### src/rtl/gcd_binary_engine.sv
// Binary (Stein) GCD engine with valid/ready handshakes on both sides and a tag carried with each result.
// Optional build macro GCD_CYCLE_COUNT_EN adds the out_cycles port (cycles spent in STRIP/REDUCE).
module gcd_binary_engine #(
    parameter int WIDTH = 16,
    parameter int TAG_W = 4,
    localparam int CNT_W = $clog2(2*WIDTH+4),
    localparam int K_W   = $clog2(WIDTH)
) (
    input  logic             sys_clk,
    input  logic             sys_rst,
    input  logic             in_valid,
    output logic             in_ready,
    input  logic [WIDTH-1:0] in_a,
    input  logic [WIDTH-1:0] in_b,
    input  logic [TAG_W-1:0] in_tag,
    output logic             out_valid,
    input  logic             out_ready,
    output logic [WIDTH-1:0] out_gcd,
    output logic [TAG_W-1:0] out_tag
`ifdef GCD_CYCLE_COUNT_EN
    ,
    output logic [CNT_W-1:0] out_cycles
`endif
);

    // state  | meaning
    // IDLE   | waiting for an operand pair
    // STRIP  | removing common factors of two into k
    // REDUCE | Stein reduction until a==b
    // DONE   | result held until the sink takes it
    typedef enum logic [1:0] {IDLE, STRIP, REDUCE, DONE} state_t;

    state_t           state, state_nxt;
    logic [WIDTH-1:0] a_q, a_nxt, b_q, b_nxt, gcd_q, gcd_nxt;
    logic [K_W-1:0]   k_q, k_nxt;
    logic [TAG_W-1:0] tag_q, tag_nxt;
    logic             accept, zero_op;

    assign in_ready  = (state == IDLE) && !sys_rst;
    assign accept    = in_valid && in_ready;
    assign zero_op   = (in_a == '0) || (in_b == '0);
    assign out_valid = (state == DONE);
    assign out_gcd   = gcd_q;
    assign out_tag   = tag_q;

    always_ff @(posedge sys_clk or posedge sys_rst) begin
        if (sys_rst) begin
            state <= IDLE;
            a_q   <= '0;
            b_q   <= '0;
            k_q   <= '0;
            tag_q <= '0;
            gcd_q <= '0;
        end else begin
            state <= state_nxt;
            a_q   <= a_nxt;
            b_q   <= b_nxt;
            k_q   <= k_nxt;
            tag_q <= tag_nxt;
            gcd_q <= gcd_nxt;
        end
    end

    always_comb begin
        state_nxt = state;
        a_nxt     = a_q;
        b_nxt     = b_q;
        k_nxt     = k_q;
        tag_nxt   = tag_q;
        gcd_nxt   = gcd_q;
        case (state)
            IDLE: begin
                if (accept) begin
                    a_nxt   = in_a;
                    b_nxt   = in_b;
                    tag_nxt = in_tag;
                    k_nxt   = '0;
                    if (zero_op) begin
                        gcd_nxt   = in_a | in_b;
                        state_nxt = DONE;
                    end else begin
                        state_nxt = STRIP;
                    end
                end
            end
            STRIP: begin
                if (!a_q[0] && !b_q[0]) begin
                    a_nxt = a_q >> 1;
                    b_nxt = b_q >> 1;
                    k_nxt = k_q + 1'b1;
                end else begin
                    state_nxt = REDUCE;
                end
            end
            REDUCE: begin
                // the compare guarantees the subtractions never underflow
                if (a_q == b_q) begin
                    gcd_nxt   = a_q << k_q;
                    state_nxt = DONE;
                end else if (!a_q[0]) begin
                    a_nxt = a_q >> 1;
                end else if (!b_q[0]) begin
                    b_nxt = b_q >> 1;
                end else if (a_q > b_q) begin
                    a_nxt = (a_q - b_q) >> 1;
                end else begin
                    b_nxt = (b_q - a_q) >> 1;
                end
            end
            DONE: begin
                if (out_ready) state_nxt = IDLE;
            end
            default: state_nxt = IDLE;
        endcase
    end

`ifdef GCD_CYCLE_COUNT_EN
    logic [CNT_W-1:0] cyc_q;

    assign out_cycles = cyc_q;

    // zero-operand results report a single cycle; the counter saturates rather than wraps
    always_ff @(posedge sys_clk or posedge sys_rst) begin
        if (sys_rst) begin
            cyc_q <= '0;
        end else if (accept) begin
            cyc_q <= zero_op ? CNT_W'(1) : '0;
        end else if ((state == STRIP || state == REDUCE) && (cyc_q != '1)) begin
            cyc_q <= cyc_q + 1'b1;
        end
    end
`endif

endmodule

### config.mk
export PLATFORM = sky130hd
export DESIGN_NAME = gcd_binary_engine
export DESIGN_NICKNAME = d
export VERILOG_FILES = /design/src/rtl/gcd_binary_engine.sv
export SDC_FILE = /design/constraint.sdc
export NUM_CORES = 1
export LEC_CHECK = 0
export BUFFER_PORTS_ARGS = -buffer_cell sky130_fd_sc_hd__buf_2
export CAP_MARGIN = 10
export CORE_MARGIN = 4
export CORE_UTILIZATION = 50
export DETAILED_ROUTE_END_ITERATION = 6
export PLACE_DENSITY = 0.8
export SLEW_MARGIN = 20
export SYNTH_ARGS = -nofsm -noshare
export SYNTH_HDL_FRONTEND = slang
export SYNTH_SLANG_ARGS = --single-unit
### constraint.sdc
create_clock -name sys_clk -period 6.4 [get_ports sys_clk]
set_input_delay 0.96 -clock sys_clk [delete_from_list [all_inputs] [get_ports sys_clk]]
set_output_delay 0.96 -clock sys_clk [all_outputs]
set_load 0.02 [all_outputs]
=== After elaboration in Yosys (flattened, before gate mapping) ===
Index checks and enable logic that the tools add are counted.

* Flip-flop bits (word level): 58
* Input port bits: 40
* Logic and storage cells: 77
* Output and inout port bits: 22

* Multiplexer cells: 27
* Magnitude comparators: 1
* Equality and inequality tests: 15
* Shifts and indexed selects: 1
* Reduce and logical (&&, ||, !) cells: 21
* Bitwise gates (word level): 1
* Add/subtract/negate cells: 3

{| class="wikitable"
|+ Operator list
! operator !! count
|-
| $mux W16 || 15
|-
| $pmux W16 S3 || 2
|-
| $logic_not A16 Y1 || 2
|-
| $pmux W16 S2 || 1
|-
| $sub A16 B16 Y16 || 2
|-
| $eq A16 B16 Y1 || 1
|-
| $gt A16 B16 Y1 || 1
|-
| $or A16 B16 Y16 || 1
|-
| $shl A16 B4 Y16 || 1
|-
| $ne A2 B2 Y1 const B || 7
|-
| $reduce_and A4 Y1 || 3
|-
| $reduce_and A6 Y1 || 2
|-
| $mux W2 || 5
|-
| $ne A3 B3 Y1 const B || 3
|-
| $mux W4 || 2
|-
| $pmux W2 S4 || 1
|-
| $pmux W4 S2 || 1
|-
| $reduce_and A5 Y1 || 1
|-
| $add A4 B1 Y4 const B || 1
|-
| $eq A2 B2 Y1 const B || 2
|-
| $reduce_bool A2 Y1 || 2
|-
| $logic_and A1 B1 Y1 || 3
|-
| $logic_not A1 Y1 || 3
|-
| $reduce_and A3 Y1 || 1
|-
| 6 further kinds || 6
|}

=== Longest topological paths before layout ===
Gate-level depths: netlist of the first run.

* Depth in word-level cells: 6
* Gate-level depth with buffers: 12
* Gate-level depth less buffers: 10

=== Worst setup path after synthesis of the first run ===
No wires, ideal clock.

* Path kind: reg-to-reg
* Start: register a_q[0]
* End: register a_q[10]
* Required time: 6296 ps
* Clock period less this slack: 2636 ps
* Slack: 3764 ps
* Library setup time: 104 ps
* Cell stages (with the launch flop): 12
* Arrival time: 2532 ps
* Path through: dfrtp_1 > inv_1 > ha_1 > fa_1 > nand2b_1 > a21oi_1 > o21ai_0 > o21ai_2 > o21a_1 > buf_2 > a22oi_1 > a221oi_1

* Longest elaborated chain between the ends: 6

{| class="wikitable"
|+ Ends and longest elaborated chain
! element !! RTL line !! source
|-
| start: declaration || 34 || <nowiki>logic [WIDTH-1:0] a_q, a_nxt, b_q, b_nxt, gcd_q, gcd_nxt;</nowiki>
|-
| start signal: assignment || 56 || <nowiki>a_q <= a_nxt;</nowiki>
|-
| $sub A16 B16 Y16 || 105 || <nowiki>a_nxt = (a_q - b_q) >> 1;</nowiki>
|-
| $mux W16 || 104 || <nowiki>end else if (a_q > b_q) begin</nowiki>
|-
| $mux W16 || 102 || <nowiki>end else if (!b_q[0]) begin</nowiki>
|-
| $mux W16 || 100 || <nowiki>end else if (!a_q[0]) begin</nowiki>
|-
| $mux W16 || 97 || <nowiki>if (a_q == b_q) begin</nowiki>
|-
| $pmux W16 S3 || 71 || <nowiki>case (state)</nowiki>
|}

Parallel ways exist; a longest one is shown, timed or not. The select of a mux whose other input is x is not followed.
A chain may end at the register's enable or synchronous reset.

=== Worst setup path in the final report of the first run ===
* Start: register a_q[0]
* End: register a_q[5]

Same word-level chain as after synthesis.

==> flow_summary.json, run 1 <==
{
  "antenna_found_initial": 0,
  "endpoint_kind": "register",
  "initial_core_util": 0.5110,
  "maxSlewViolCount": 0,
  "htree_levels": 3,
  "synth_fp_nets": 771,
  "post-route-util": 0.5538,
  "vias": 5691,
  "status": "finished, final reports clean",
  "cp.required_ps": 6640,
  "gp_congestion": 0.9473,
  "first_iter_violations": 775,
  "yosys_most_used_dff": "dfrtp_1",
  "start_kind": "register",
  "diodes": 0,
  "clk_pin_slew_ps": 70,
  "postRouteWirelength_mm": 17.43,
  "die_h_um": 113.3,
  "gr-total-overflow": 0,
  "drc": 0,
  "cts_tree": "built",
  "core_mm2": 0.01084,
  "post-synth-top-area-fraction": 0.2620,
  "instances_no_fill": 864,
  "yosys-top-cells-area": "dfrtp_1 26%, ha_1 8.8%, nand2_1 5.2%",
  "rows": 38,
  "dr.pass1.iters": 6,
  "grt_pass1_wl_mm": 27.79,
  "whs_ps": 473.3,
  "drv_cap": 0,
  "layout-drive-gt1-share": 0.1436,
  "synth_area_leader_cell": "dfrtp_1",
  "slowest_delay_ps": 520,
  "final_cell_mix": "77 x nand2_1, 61 x buf_2, 58 x dfrtp_1",
  "cts_buffer_depth": 2,
  "ys_ff_latch": 58,
  "fin_nets": 800,
  "ys_async_sr_fraction": 1.000,
  "cp_slowest_cell": "o21a_1",
  "cts_buffers": 9,
  "numPortBuffers": 61,
  "grt_setup_unrepaired": "no",
  "period_share": 0.5306,
  "ant_nets": 0,
  "nFillCells": 996,
  "postSynthCellCount": 690,
  "wl_per_cell_um": 20.17,
  "grt_pass1_vias": 5421,
  "cts_root_buf": "clkbuf_8",
  "path_delay_family": "compound AO/OA/AOI/OAI gates",
  "clk_latency_ps": 360,
  "yosysWarningCount": 0,
  "hold_buffers": 0,
  "setup_tns_ps": 0,
  "max_freq_mhz": 294.5,
  "grt_use_total": 0.2679,
  "hold_viol_final": 0,
  "path_class": "reg2reg",
  "path_max_fanout": 14,
  "area.growth.synth_to_final_pct": 8.380,
  "slew-limit-headroom": 0.3131,
  "finClkSkew_ps": 19.15,
  "arrival_ps": 3640,
  "cts_resized": 0,
  "cts_sinks": 58,
  "post_cts_buffers": 0,
  "pin_count": 62,
  "ys_types": 67,
  "setup_viol": 0,
  "grt_max_degree": 59,
  "via_per_inst": 6.587,
  "dieArea_mm2": 0.01283,
  "crit_buf_inv": 1,
  "hpwl_mm": 12.99,
  "synth_area_mm2": 0.005539,
  "cp_cell_sequence": "inv_1 -> ha_1 -> fa_1 -> nand2b_1 -> a21oi_1 -> o21ai_0 -> o21ai_2 -> o21a_1 -> a221oi_1 -> o31ai_1",
  "period_needed_ps": 3396,
  "ys_seq_area_frac": 0.2620,
  "place_inst": 847,
  "fp.dieW_um": 113.3,
  "layout_commonest_cell": "nand2_1",
  "avgSynthCellArea_um2": 8.028,
  "synth-edff-count": 0,
  "worst_pin_slew_ps": 1030,
  "hp-class": "reg2reg"
}
## kinds of logic after synthesis
kind of cell,Yosys count,share of synthesized area
xor+xnor,20,0.03162
mux,31,0.06234
fa+ha+maj,41,0.09532
flops,58,0.2620
buf+inv,88,0.07093
compound gates,244,0.2977
simple gates,208,0.1800
## layer usage
layer	global-route usage	routed length, um	up-vias
li1	-	-	2596
met1	0.3504	7052	2700
met2	0.4273	7898	329
met3	0.05455	1652	66
met4	0.1210	823	0
met5	0	0	-
## flip-flops by register name, summed over array words and instances, names as in the netlist
name	cells
out_gcd	16
state	2
a_q	16
b_q	16
k_q	4
out_tag	4
## Yosys cell counts (5+ instances only)
cell type  count
o211ai_1       9
mux2i_1       21
ha_1          39
and2_1         8
xnor2_1       11
o31ai_1       22
a31oi_1        7
o21ai_0       57
nor3_1        16
buf_4          7
nand4_1        5
dfrtp_1       58
o21a_1         8
inv_1         39
o22ai_1       10
a21oi_1       47
nand3_1        8
buf_2         17
xor2_1         9
nor2b_1        9
a211oi_1       8
clkbuf_1      20
mux2_2         8
a21o_1        11
nor2_1        49
a221oi_1      23
nand2_1       77
nand2b_1       8
nor4_1        11
## metrics by stage
stage	setup WS (ps)	cell area (um2)
floorplan	3764	5539
global route	2809	6003
CTS	2978	5992
detailed placement	2968	5821
finish	3004	6003
global placement	3176	5812
## worst paths after layout
path / from / endpoint / slack, ps / depth (start not counted)
min in group asynchronous: sys_rst / state[0]$_DFFE_PP0P_ / 840 / 3
worst min register to register: out_gcd[15]$_DFFE_PP0P_ / out_gcd[15]$_DFFE_PP0P_ / 470 / 1
worst min-delay path: out_gcd[15]$_DFFE_PP0P_ / out_gcd[15]$_DFFE_PP0P_ / 470 / 1
max in group asynchronous: sys_rst / b_q[8]$_DFFE_PP0P_ / 5000 / 3
worst max register to register: a_q[0]$_DFFE_PP0P_ / a_q[5]$_DFFE_PP0P_ / 3000 / 10
worst max-delay path: a_q[0]$_DFFE_PP0P_ / a_q[5]$_DFFE_PP0P_ / 3000 / 10
## final cells by class
class                           count  area, um2  area share
Clock buffer                       11      141.4     0.02355
Clock inverter                      5      30.03    0.005002
Inverter                           41      153.9     0.02564
Multi-Input combinational cell    544       3712      0.6184
Sequential cell                    58       1451      0.2418
Tap cell                          140      175.2     0.02918
Timing Repair Buffer               65      339.1     0.05648
Power of run 1 is not shown: default switching activity piles up to over one toggle a cycle in this logic, so the estimate is an artifact.
==> inputs of run 2 (changes only) <==
==> constraint.sdc (replaced) <==
create_clock -name sys_clk -period 3.5 [get_ports sys_clk]
set_input_delay 0.525 -clock sys_clk [delete_from_list [all_inputs] [get_ports sys_clk]]
set_output_delay 0.525 -clock sys_clk [all_outputs]
set_load 0.02 [all_outputs]
==> run 2 against run 1 <==
Net effect: clock skew is 9.4 ps lower; worst hold slack lost 250 ps; count of clock-buffer cells in the layout decreased by 2; cell count grew 0.93%; largest cell class unchanged.
==> flow_summary.json, run 2 (synthesis results as in run 1) <==
{
  "period_share": 0.9048,
  "antenna_found_initial": 0,
  "post-route-util": 0.5622,
  "hold_viol_final": 0,
  "grt_max_degree": 36,
  "path_max_fanout": 22,
  "max_freq_mhz": 315.8,
  "gr-total-overflow": 0,
  "hpwl_mm": 13.21,
  "postRouteWirelength_mm": 17.26,
  "slew-limit-headroom": 0.3878,
  "status": "finished, final reports clean",
  "slowest_delay_ps": 610,
  "cts_sinks": 58,
  "cts_buffers": 9,
  "period_needed_ps": 3167,
  "pin_count": 62,
  "reg2reg_from": "a_q[13]$_DFFE_PP0P_",
  "setup_viol": 0,
  "hold_buffers": 0,
  "reg2regPathDepth": 9,
  "setup_tns_ps": 0,
  "wl_per_cell_um": 19.79,
  "first_iter_violations": 543,
  "initial_core_util": 0.5110,
  "grt_setup_unrepaired": "no",
  "grt_use_total": 0.2699,
  "worst_pin_slew_ps": 918.3,
  "final_cell_mix": "77 x nand2_1, 61 x buf_2, 58 x dfrtp_1",
  "cp_slowest_cell": "or4_4",
  "vias": 5677,
  "crit_path_end": "b_q[7]$_DFFE_PP0P_",
  "clk_pin_slew_ps": 70,
  "r2r_slack_ps": 330,
  "fp.dieW_um": 113.3,
  "core_mm2": 0.01084,
  "numPortBuffers": 61,
  "diodes": 0,
  "ant_nets": 0,
  "dieArea_mm2": 0.01283,
  "arrival_ps": 3390,
  "htree_levels": 3,
  "area.growth.synth_to_final_pct": 10.03,
  "cts_buffer_depth": 2,
  "path_class": "reg2reg",
  "nFillCells": 1008,
  "fin_nets": 809,
  "drv_cap": 0,
  "rows": 38,
  "cp.required_ps": 3720,
  "cts_root_buf": "clkbuf_8",
  "start_kind": "register",
  "cp_cell_sequence": "inv_1 -> ha_1 -> nand4_4 -> or4_4 -> a21oi_1 -> a41oi_1 -> and2_4 -> o21ai_0 -> o22ai_1",
  "path_delay_family": "simple AND/OR/NAND/NOR gates",
  "gp_congestion": 0.9683,
  "maxSlewViolCount": 0,
  "hp-class": "in2async",
  "finClkSkew_ps": 9.730,
  "cts_tree": "built",
  "via_per_inst": 6.510,
  "path_depth": 9,
  "endpoint_kind": "register",
  "die_h_um": 113.3,
  "r2r-end": "b_q[7]$_DFFE_PP0P_",
  "clk_latency_ps": 360,
  "grt_pass1_vias": 5466,
  "layout-drive-gt1-share": 0.1557,
  "drc": 0,
  "dr.pass1.iters": 5,
  "crit_buf_inv": 1,
  "startpoint": "a_q[13]$_DFFE_PP0P_",
  "grt_pass1_wl_mm": 27.74,
  "layout_commonest_cell": "nand2_1"
}
==> run 2: changes by cell type in the layout (fill, tap and decap cells not counted) <==
cell / previous run / this run
o21a_1: 8 / 7
clkinvlp_4: 2 / 1
o21a_2: 0 / 1
clkbuf_8: 10 / 9
clkbuf_1: 1 / 0
bufinv_16: 0 / 2
buf_4: 3 / 13
o31ai_2: 2 / 3
buf_6: 1 / 0
o31ai_4: 2 / 1
==> run 2: timing repair <==
action                     CTS  global route
setup buffers                0             0
resized for setup            0             1
setup endpoints to repair    0             3
hold endpoints to repair     0             0
==> run 2: how the worst min path moves through the flow <==
stage,end,depth (start not counted),start
after floorplan,b_q[12]$_DFFE_PP0P_,2,b_q[12]$_DFFE_PP0P_
after global placement,out_gcd[6]$_DFFE_PP0P_,2,out_gcd[6]$_DFFE_PP0P_
after detailed placement,out_gcd[8]$_DFFE_PP0P_,2,out_gcd[8]$_DFFE_PP0P_
after CTS,k_q[1]$_DFFE_PP0P_,2,sys_rst
after global routing,k_q[1]$_DFFE_PP0P_,2,sys_rst
final,k_q[1]$_DFFE_PP0P_,2,sys_rst
==> run 2: routing by layer <==
layer	up-vias	part of all wire	track usage	routed length, um
met5	-	0	0	0
met4	0	0.037	0.1194	631
met3	57	0.092	0.06310	1580
met2	315	0.48	0.4471	8251
met1	2684	0.39	0.3349	6794
li1	2621	-	-	-
==> run 2: through the flow <==
stage	area (um2)	hold WS (ps)	worst slack, ps	cells
floorplan	5539	488.4	864.1	690
global placement	5887	457.9	460.1	857
detailed placement	5887	468.4	356.8	857
CTS	6093	237.9	313.4	872
global route	6095	276.0	83.90	872
finish	6095	224.9	333.2	872
==> run 2: layout make-up <==
class | count | area (um2) | area share
clock buffers | 9 | 123.9 | 0.02032
clock inverters | 6 | 82.58 | 0.01355
inverters | 41 | 153.9 | 0.02525
multi-input cells | 544 | 3705 | 0.6079
flip-flops and latches | 58 | 1451 | 0.2381
well taps | 140 | 175.2 | 0.02874
repair buffers | 74 | 402.9 | 0.06611
Power of run 2 is left out for the same reason.
==> inputs of run 3 (changes only) <==
--- a/config.mk
+++ b/config.mk
@@ -10,8 +10,8 @@
 export CORE_MARGIN = 4
 export CORE_UTILIZATION = 50
 export DETAILED_ROUTE_END_ITERATION = 6
-export PLACE_DENSITY = 0.8
-export SLEW_MARGIN = 20
+export PLACE_DENSITY_LB_ADDON = 0.15
+export SLEW_MARGIN = 30
 export SYNTH_ARGS = -nofsm -noshare
 export SYNTH_HDL_FRONTEND = slang
 export SYNTH_SLANG_ARGS = --single-unit
==> run 3 against run 2 <==
Net effect: worst hold slack improved by 100 ps; fmax decreased by 1.1%; count of clock-buffer cells in the layout increased by 2; global-route usage increased by 2.3 points; register-to-register slack got worse by 40 ps; clock skew increased by 1.8 ps; critical path type unchanged; sequential cell count unchanged; sequential share of layout area decreased by 0.17 points; final area increased by 0.74%.
==> flow_summary.json, run 3 (synthesis results as in run 1) <==
{
  "maxSlewViolCount": 0,
  "cts_buffer_depth": 2,
  "arrival_ps": 3420,
  "ant_nets": 0,
  "multi_input_area_mm2": 0.003707,
  "diodes": 0,
  "period_share": 0.9152,
  "cp_cell_sequence": "inv_1 -> ha_1 -> fa_1 -> nand2b_1 -> a21oi_1 -> o21ai_0 -> o21ai_2 -> o21a_2 -> a221oi_1 -> o31ai_1",
  "final_cell_mix": "77 x nand2_1, 61 x buf_2, 58 x dfrtp_1",
  "cts_buffers": 9,
  "layout-drive-gt1-share": 0.1603,
  "rows": 38,
  "numPortBuffers": 61,
  "start_kind": "register",
  "cts_tree": "built",
  "reg2reg_from": "a_q[0]$_DFFE_PP0P_",
  "grt_pass1_wl_mm": 29.59,
  "slew-limit-headroom": 0.3553,
  "placedInstanceArea_mm2": 0.005902,
  "grt_setup_unrepaired": "no",
  "gp_congestion": 0.9391,
  "setup_viol": 0,
  "layout_commonest_cell": "nand2_1",
  "slowest_delay_ps": 450,
  "fin_nets": 812,
  "clk_latency_ps": 380,
  "r2r-end": "a_q[5]$_DFFE_PP0P_",
  "path_delay_family": "compound AO/OA/AOI/OAI gates",
  "fp.dieW_um": 113.3,
  "max_freq_mhz": 312.2,
  "nFillCells": 1044,
  "r2r_slack_ps": 300,
  "post-route-util": 0.5664,
  "hpwl_mm": 13.86,
  "pin_count": 62,
  "antenna_found_initial": 1,
  "seq_area_mm2": 0.001451,
  "period_needed_ps": 3203,
  "path_class": "reg2reg",
  "cp_slowest_cell": "dfrtp_1",
  "cts_root_buf": "clkbuf_8",
  "dr.pass1.iters": 6,
  "finClkSkew_ps": 11.53,
  "cts_sinks": 58,
  "path_max_fanout": 14,
  "endpoint_kind": "register",
  "wl_per_cell_um": 20.82,
  "grt_pass1_vias": 5422,
  "postRouteWirelength_mm": 18.23,
  "hold_viol_final": 0,
  "design_area_mm2": 0.006140,
  "area.growth.synth_to_final_pct": 10.84,
  "vias": 5489,
  "gr-total-overflow": 0,
  "status": "finished, final reports clean",
  "core_mm2": 0.01084,
  "clk_pin_slew_ps": 80,
  "drc": 0,
  "initial_core_util": 0.5110,
  "hp-class": "in2async",
  "worst_pin_slew_ps": 967.1,
  "reg2regPathDepth": 10,
  "die_h_um": 113.3,
  "grt_use_total": 0.2931,
  "first_iter_violations": 604,
  "dieArea_mm2": 0.01283,
  "via_per_inst": 6.266,
  "setup_tns_ps": 0,
  "grt_max_degree": 39,
  "cts_resized": 0,
  "htree_levels": 3,
  "crit_buf_inv": 1,
  "hold_buffers": 0,
  "drv_cap": 0,
  "post_cts_buffers": 0,
  "cp.required_ps": 3720
}
## run 3: cell count changes in the layout (fill, tap and decap cells not counted)
cell and change:
buf_4 +2, buf_8 +1, clkbuf_1 +1, clkbuf_8 +1
clkinv_2 -1, ha_1 -1, ha_2 +1
## run 3: cell type report
type,count,share of cell area
clock inverters,5,0.01264
flip-flops and latches,58,0.2364
inverters,41,0.02507
repair buffers,77,0.07051
well taps,140,0.02853
clock buffers,11,0.02303
multi-input cells,544,0.6038
## run 3: worst reg2reg max path, stage by stage (launching register included)
cell and delay, ps:
dfrtp_1 450, inv_1 150, ha_1 260, fa_1 410
nand2b_1 180, a21oi_1 220, o21ai_0 180, o21ai_2 280
o21a_2 340, a221oi_1 130, o31ai_1 440
## run 3: worst max-delay path by stage
stage / start / endpoint / slack (ps) / cells past startpoint
after floorplan: a_q[0]$_DFFE_PP0P_ / a_q[10]$_DFFE_PP0P_ / 860 / 11
after global placement: a_q[0]$_DFFE_PP0P_ / a_q[5]$_DFFE_PP0P_ / 300 / 10
after global routing: a_q[13]$_DFFE_PP0P_ / out_gcd[14]$_DFFE_PP0P_ / 100 / 8
after detailed placement: a_q[0]$_DFFE_PP0P_ / a_q[5]$_DFFE_PP0P_ / 220 / 10
final: a_q[0]$_DFFE_PP0P_ / a_q[5]$_DFFE_PP0P_ / 300 / 10
after CTS: a_q[0]$_DFFE_PP0P_ / a_q[5]$_DFFE_PP0P_ / 190 / 10
## run 3: metal layers
layer	up-vias	routed length [um]	GRT usage
li1	2618	-	-
met1	2599	7648	0.3807
met2	222	8625	0.4724
met3	48	1385	0.07594
met4	2	561	0.1042
met5	-	13	0
## run 3: stage by stage
step                      instances  hold WS (ps)  setup slack, ps
after global routing            876         371.0            102.4
after CTS                       875         359.5            191.2
after detailed placement        859         470.2            220.6
after floorplan                 690         488.4            864.1
final                           876         326.8            296.8
after global placement          859         458.5            303.9
Power of run 3 is left out for the same reason.
